### src/rtl/tx_arbiter.sv
// tx_arbiter: round-robin scheduler that shares one UART byte transmitter
// among NUM_REQ requesters. Each byte is sequenced as: issue (send pulse),
// confirm the transmitter started (txdone falls), wait for txdone to rise,
// then an optional inter-byte gap. A per-requester lock holds the grant
// across multi-byte messages.
//
// Handshakes:
//   req/ack   : requester i holds req[i] with its byte on data[8*i+:8]. In IDLE
//               the arbiter takes the winner's byte and pulses ack[i] for one
//               cycle; the requester updates data or drops req in that cycle.
//               req is not re-sampled until the arbiter is back in IDLE.
//   send/txdone: send is a one-cycle start pulse with txdata already valid;
//               the transmitter drops txdone while shifting and raises it when
//               finished. txdata stays stable until the next grant.
module tx_arbiter #(
  parameter int NUM_REQ       = 4,
  parameter int IDW           = 2,
  parameter int GAP_CLOCKS    = 0,
  parameter int START_TIMEOUT = 15
) (
  input  logic                 clock,
  input  logic                 reset,
  input  logic [NUM_REQ-1:0]   req,
  input  logic [NUM_REQ-1:0]   lock,
  input  logic [8*NUM_REQ-1:0] data,
  output logic [NUM_REQ-1:0]   ack,
  output logic [IDW-1:0]       grant_id,
  output logic                 busy,
  output logic                 tx_err,
  output logic [7:0]           txdata,
  output logic                 send,
  input  logic                 txdone,
  output logic [1:0]           dbg_state
);

  localparam int CNT_W = 4;
  localparam int GAP_W = 16;

  typedef enum logic [1:0] {
    IDLE       = 2'd0,
    WAIT_START = 2'd1,
    WAIT_DONE  = 2'd2,
    GAP        = 2'd3
  } state_t;

  state_t             state, state_n;
  logic [IDW-1:0]     last, last_n;
  logic [IDW-1:0]     grant_n;
  logic [7:0]         txdata_n;
  logic [NUM_REQ-1:0] ack_n;
  logic               send_n;
  logic               err_n;
  logic [CNT_W-1:0]   cnt, cnt_n;
  logic [GAP_W-1:0]   gap, gap_n;

  logic [IDW-1:0]     win;
  logic [IDW-1:0]     cand;
  logic               found;

  assign busy      = (state != IDLE);
  assign dbg_state = state;

  // Winner selection: a locked last requester keeps the grant, otherwise
  // scan from last+1 upward with wrap so the previous winner goes last.
  always_comb begin : pick_winner
    win   = last;
    cand  = '0;
    found = 1'b0;
    if (lock[last] && req[last]) begin
      win   = last;
      found = 1'b1;
    end else begin
      for (int k = 1; k <= NUM_REQ; k++) begin
        cand = IDW'((int'(last) + k) % NUM_REQ);
        if (!found && req[cand]) begin
          win   = cand;
          found = 1'b1;
        end
      end
    end
  end

  // Next-state and registered-output logic for the byte sequencer.
  always_comb begin : next_state
    state_n  = state;
    last_n   = last;
    grant_n  = grant_id;
    txdata_n = txdata;
    cnt_n    = cnt;
    gap_n    = gap;
    ack_n    = '0;
    send_n   = 1'b0;
    err_n    = 1'b0;
    case (state)
      IDLE: begin
        if (|req) begin
          txdata_n   = data[{win, 3'b000} +: 8];
          ack_n[win] = 1'b1;
          send_n     = 1'b1;
          grant_n    = win;
          last_n     = win;
          cnt_n      = '0;
          state_n    = WAIT_START;
        end
      end
      WAIT_START: begin
        // The byte is already acked; a transmitter that never starts just
        // loses it and raises tx_err.
        if (!txdone) begin
          state_n = WAIT_DONE;
        end else if (cnt == CNT_W'(START_TIMEOUT)) begin
          err_n   = 1'b1;
          state_n = IDLE;
        end else begin
          cnt_n = cnt + CNT_W'(1);
        end
      end
      WAIT_DONE: begin
        if (txdone) begin
          if (GAP_CLOCKS == 0) begin
            state_n = IDLE;
          end else begin
            gap_n   = GAP_W'(GAP_CLOCKS - 1);
            state_n = GAP;
          end
        end
      end
      GAP: begin
        if (gap == '0) begin
          state_n = IDLE;
        end else begin
          gap_n = gap - GAP_W'(1);
        end
      end
      default: state_n = IDLE;
    endcase
  end

  // State and output registers; reset aborts any frame in progress.
  always_ff @(posedge clock or posedge reset) begin : regs
    if (reset) begin
      state    <= IDLE;
      last     <= IDW'(NUM_REQ - 1);
      grant_id <= '0;
      txdata   <= 8'h00;
      ack      <= '0;
      send     <= 1'b0;
      tx_err   <= 1'b0;
      cnt      <= '0;
      gap      <= '0;
    end else begin
      state    <= state_n;
      last     <= last_n;
      grant_id <= grant_n;
      txdata   <= txdata_n;
      ack      <= ack_n;
      send     <= send_n;
      tx_err   <= err_n;
      cnt      <= cnt_n;
      gap      <= gap_n;
    end
  end

endmodule

### config.mk
export PLATFORM = sky130hd
export DESIGN_NAME = tx_arbiter
export DESIGN_NICKNAME = d
export VERILOG_FILES = /design/src/rtl/tx_arbiter.sv
export SDC_FILE = /design/constraint.sdc
export NUM_CORES = 1
export LEC_CHECK = 0
export BUFFER_PORTS_ARGS = -buffer_cell sky130_fd_sc_hd__buf_2
export CORE_MARGIN = 3
export CORE_UTILIZATION = 60
export CTS_BUF_LIST = sky130_fd_sc_hd__clkbuf_8
export CTS_CLUSTER_DIAMETER = 150
export DETAILED_ROUTE_END_ITERATION = 7
export HOLD_SLACK_MARGIN = 0.02
export PLACE_DENSITY = 0.87
export SETUP_SLACK_MARGIN = 0.5
export SLEW_MARGIN = 20
export SYNTH_ARGS = -nofsm -noshare
export SYNTH_HDL_FRONTEND = slang
export SYNTH_SLANG_ARGS = --single-unit
### constraint.sdc
create_clock -name clock -period 3.6 [get_ports clock]
set_input_delay 0.18 -clock clock [delete_from_list [all_inputs] [get_ports clock]]
set_output_delay 0.18 -clock clock [all_outputs]
set_load 0.01 [all_outputs]
==> key figures <==
Outcome
  – Status: finished clean

Route
  – Routed vias/inst: 6.537
  – Drt wl/cell: around 17 um
  – Residual DRC: 0
  – Drt first pass iters: 7
  – Vias: between 2000 and 3000
  – Routed WL: about 6.8 mm
  – Initial DRC count: between 300 and 400
  – Antenna-violating nets left: 0

Setup path
  – Critical path class: flip-flop to flip-flop
  – CP Buf/Inv Count: 1
  – Worst endpoint data arrival time: between 2 and 3 ns
  – Reg2reg start: last[0]
  – Crit path launch: last[0]
  – Slowest stage cell, crit path: dfstp_2
  – Req. time, crit path: ~3.8 ns
  – CP Launch Type: flip-flop
  – Worst setup EP type: flip-flop
  – Worst path max stage delay: around 0.76 ns
  – CP Max Fanout: 20
  – Crit path cell chain: inv_1 > o311a_1 > or3_1 > a32o_2 > a2111oi_4 > nor3_1
  – Crit-path leading delay family: compound AO/OA/AOI/OAI gates

Clock tree
  – Setup Buffers After CTS: 0
  – Worst-Skew Late Latency: 0.29 ns
  – H-tree depth: 2
  – Inserted Clock Buffers: 5
  – CTS max path bufs: 2
  – Clock transition at path regs: approximately 0.080 ns
  – CTS tree: yes
  – CTS Root Cell: clkbuf_8
  – Clock sinks: 40

Job
  – Max_cap viols: 0

Layout
  – Antenna Cells: 0
  – Synth-to-layout area growth: 15.04%
  – Layout cells sized above 1: ~28%
  – Fin cells: around 390
  – Post-layout util: about three quarters
  – Total Nets Final: about 390
  – Fill cell count: ~290

Logic synthesis
  – Area contributors post-synth: dfrtp_1, a2111oi_4, a221oi_1
  – Area of the mapped netlist: ~2700 um^2
  – Post-synth top area cell: dfrtp_1
  – Ys flop type: dfrtp_1
  – FFs w/ async S/R, synth: 100.0%
  – Synthesized instance count: roughly 290
  – Yosys top cell area share: between 30% and 40%
  – Synthesis warning total: 0
  – Number of flops mapped to enable cells by yosys: 0
  – Seq/Total Area, Yosys: between 30% and 40%
  – Post-synth cell types: 43
  – Syn avg cell area: about 9.4 um^2
  – Synth Net Count: 335
  – Number of synthesized register bits: 40

STA
  – Slew headroom: between 40% and 50%
  – Final Hold Viols: 0
  – Worst Tran Pin Value: approximately 0.75 ns
  – Final setup vio count: 0
  – Final clock period utilization by the worst path: between 70% and 80%
  – RSZ-0062 raised after global routing: false
  – Setup TNS: 0 ns
  – Worst setup margin: ~0.8 ns
  – Max-slew violations: 0
  – Fin Hold WS: 0.09717 ns
  – Fin crit period: about 2.8 ns
  – Final Skew: between 0.009 and 0.01 ns
  – F_max: about 360 MHz

Floorplan
  – DIE WIDTH: about 73 um
  – Die H: 73.33 um
  – Initial Util: between 60% and 70%
  – Site Rows: 23
  – Placeable Area: ~4200 um^2
  – Die Area: ~5400 um^2
  – I/O pins: 62

Global routing
  – Initial antenna violation count: 0
  – Global route overflow: 0
  – Global-route wire length before repair: about 11 mm
  – Vias in the first global route: between 2000 and 2500
  – Total GRT Usage: around 27%
  – Pin count of the biggest net entering global routing: about 40

Placed design
  – Placed cell count: approximately 380
  – Place WS: 0.5311 ns
  – Post-DP HPWL: around 4.8 mm
  – Global placement routability congestion: roughly 0.94
  – IO buf count: between 60 and 70

Power
  – VDD IR max: between 600 and 700 uV
  – Leak: 0.001598 uW
  – Cell Pwr Density: approximately 800 nW/um^2

Hold path
  – Hold wc startpoint: txdone
  – Hold Crit Class: primary input to flip-flop
[kinds of logic (layout without fill, tap and decap cells)]
family	count (synthesis)	count (layout)	synth area share [%]
AOI/OAI and AO/OA	58	58	22.08
xor gates and xnor gates	19	19	6.118
adders and majority gates	3	3	1.380
buffers and inverters	28	82	5.428
DFF	40	40	36.89
muxes	10	10	4.002
and+or+nand+nor	131	131	24.10
[synth_stat cells (5+ instances only)]
cell        n
o21ai_0     5
nor3_1     15
a21oi_1     8
nor2_1     34
mux2_2      7
dfrtp_1    38
a2111oi_4   7
clkbuf_1    8
nand2_1    17
xor2_1     16
inv_1       8
a221oi_1   17
nand3_1    23
and3_1     14
nor4_1      6
o211a_1     8
buf_2       7
nand2b_1    7
[sequential cells by signal, indices dropped and copies added, names as in the netlist]
register   flops
ack            4
cnt            4
dbg_state      2
gap           16
grant_id       2
last           2
send           1
tx_err         1
txdata         8
[cell usage in the layout, fill, tap and decap left out, types with 2 or more instances in the layout]
master     synthesis  layout
nand3_1           23      23
o21ai_0            5       5
a221oi_1          17      17
or2_2              3       3
nor3_1            15      15
clkbuf_8           0       5
a2111oi_4          7       7
nor2_1            34      34
or3_1              3       3
dfrtp_1           38      38
dfstp_2            2       2
mux2i_1            3       3
a21oi_1            8       8
mux2_2             7       7
inv_1              8       8
nand2b_1           7       6
xor2_1            16      16
o211a_1            8       8
and3_1            14      14
ha_1               3       3
nand2_1           17      17
buf_4              1       4
o31ai_1            2       2
o21ai_1            2       2
buf_2              7      61
xnor2_1            3       3
nor4_1             6       6
nor3b_1            3       3
[power breakdown]
group	internal [uW]	switching, uW
combinational	553	845
clock	209	165
sequential	582	140
total	1340	1150
[per-layer routing]
layer | vias to the layer above | share of wire (%) | track usage, %
met1 | 1212 | 41 | 38.58
met3 | 33 | 8.3 | 4.651
met5 | - | 0 | 0
met4 | 0 | 3.3 | 7.847
met2 | 150 | 47 | 41.61
li1 | 1174 | - | -
[timing repair]
action | 4_1_cts | 5_1_grt
hold buffers | 1 | 0
endpoints found under the hold margin | 23 | 0
resized for setup | 0 | 1
endpoints found under the setup margin | 0 | 4
[cell type report]
cell class	instances	area, um^2	share of cell area [%]
Clock buffer	5	68.82	2.199
Inverter	8	30.03	0.9596
Clock inverter	3	46.29	1.479
Sequential cell	40	1003	32.07
Tap cell	50	62.56	1.999
Multi-Input combinational cell	221	1573	50.26
Timing Repair Buffer	66	345.3	11.04
[final timing paths]
path                            slack [ns]           end  cells after the start
worst min register to register        0.47        gap[9]                      1
worst min-delay path                   0.1  dbg_state[1]                      2
max in group asynchronous             2.68       last[1]                      4
worst max register to register        0.79     txdata[5]                      6
worst max-delay path                  0.79     txdata[5]                      6
min in group asynchronous             0.54        ack[0]                      4
[stage by stage]
step                      instance area (um^2)  power, uW
after detailed placement                  3000       2092
after CTS                                 3126       2475
final                                     3129       2494
after global placement                    3000       2053
after floorplan                           2720       1800
after global routing                      3129       2666
No activity file was read; power rests on OpenSTA's default activity.
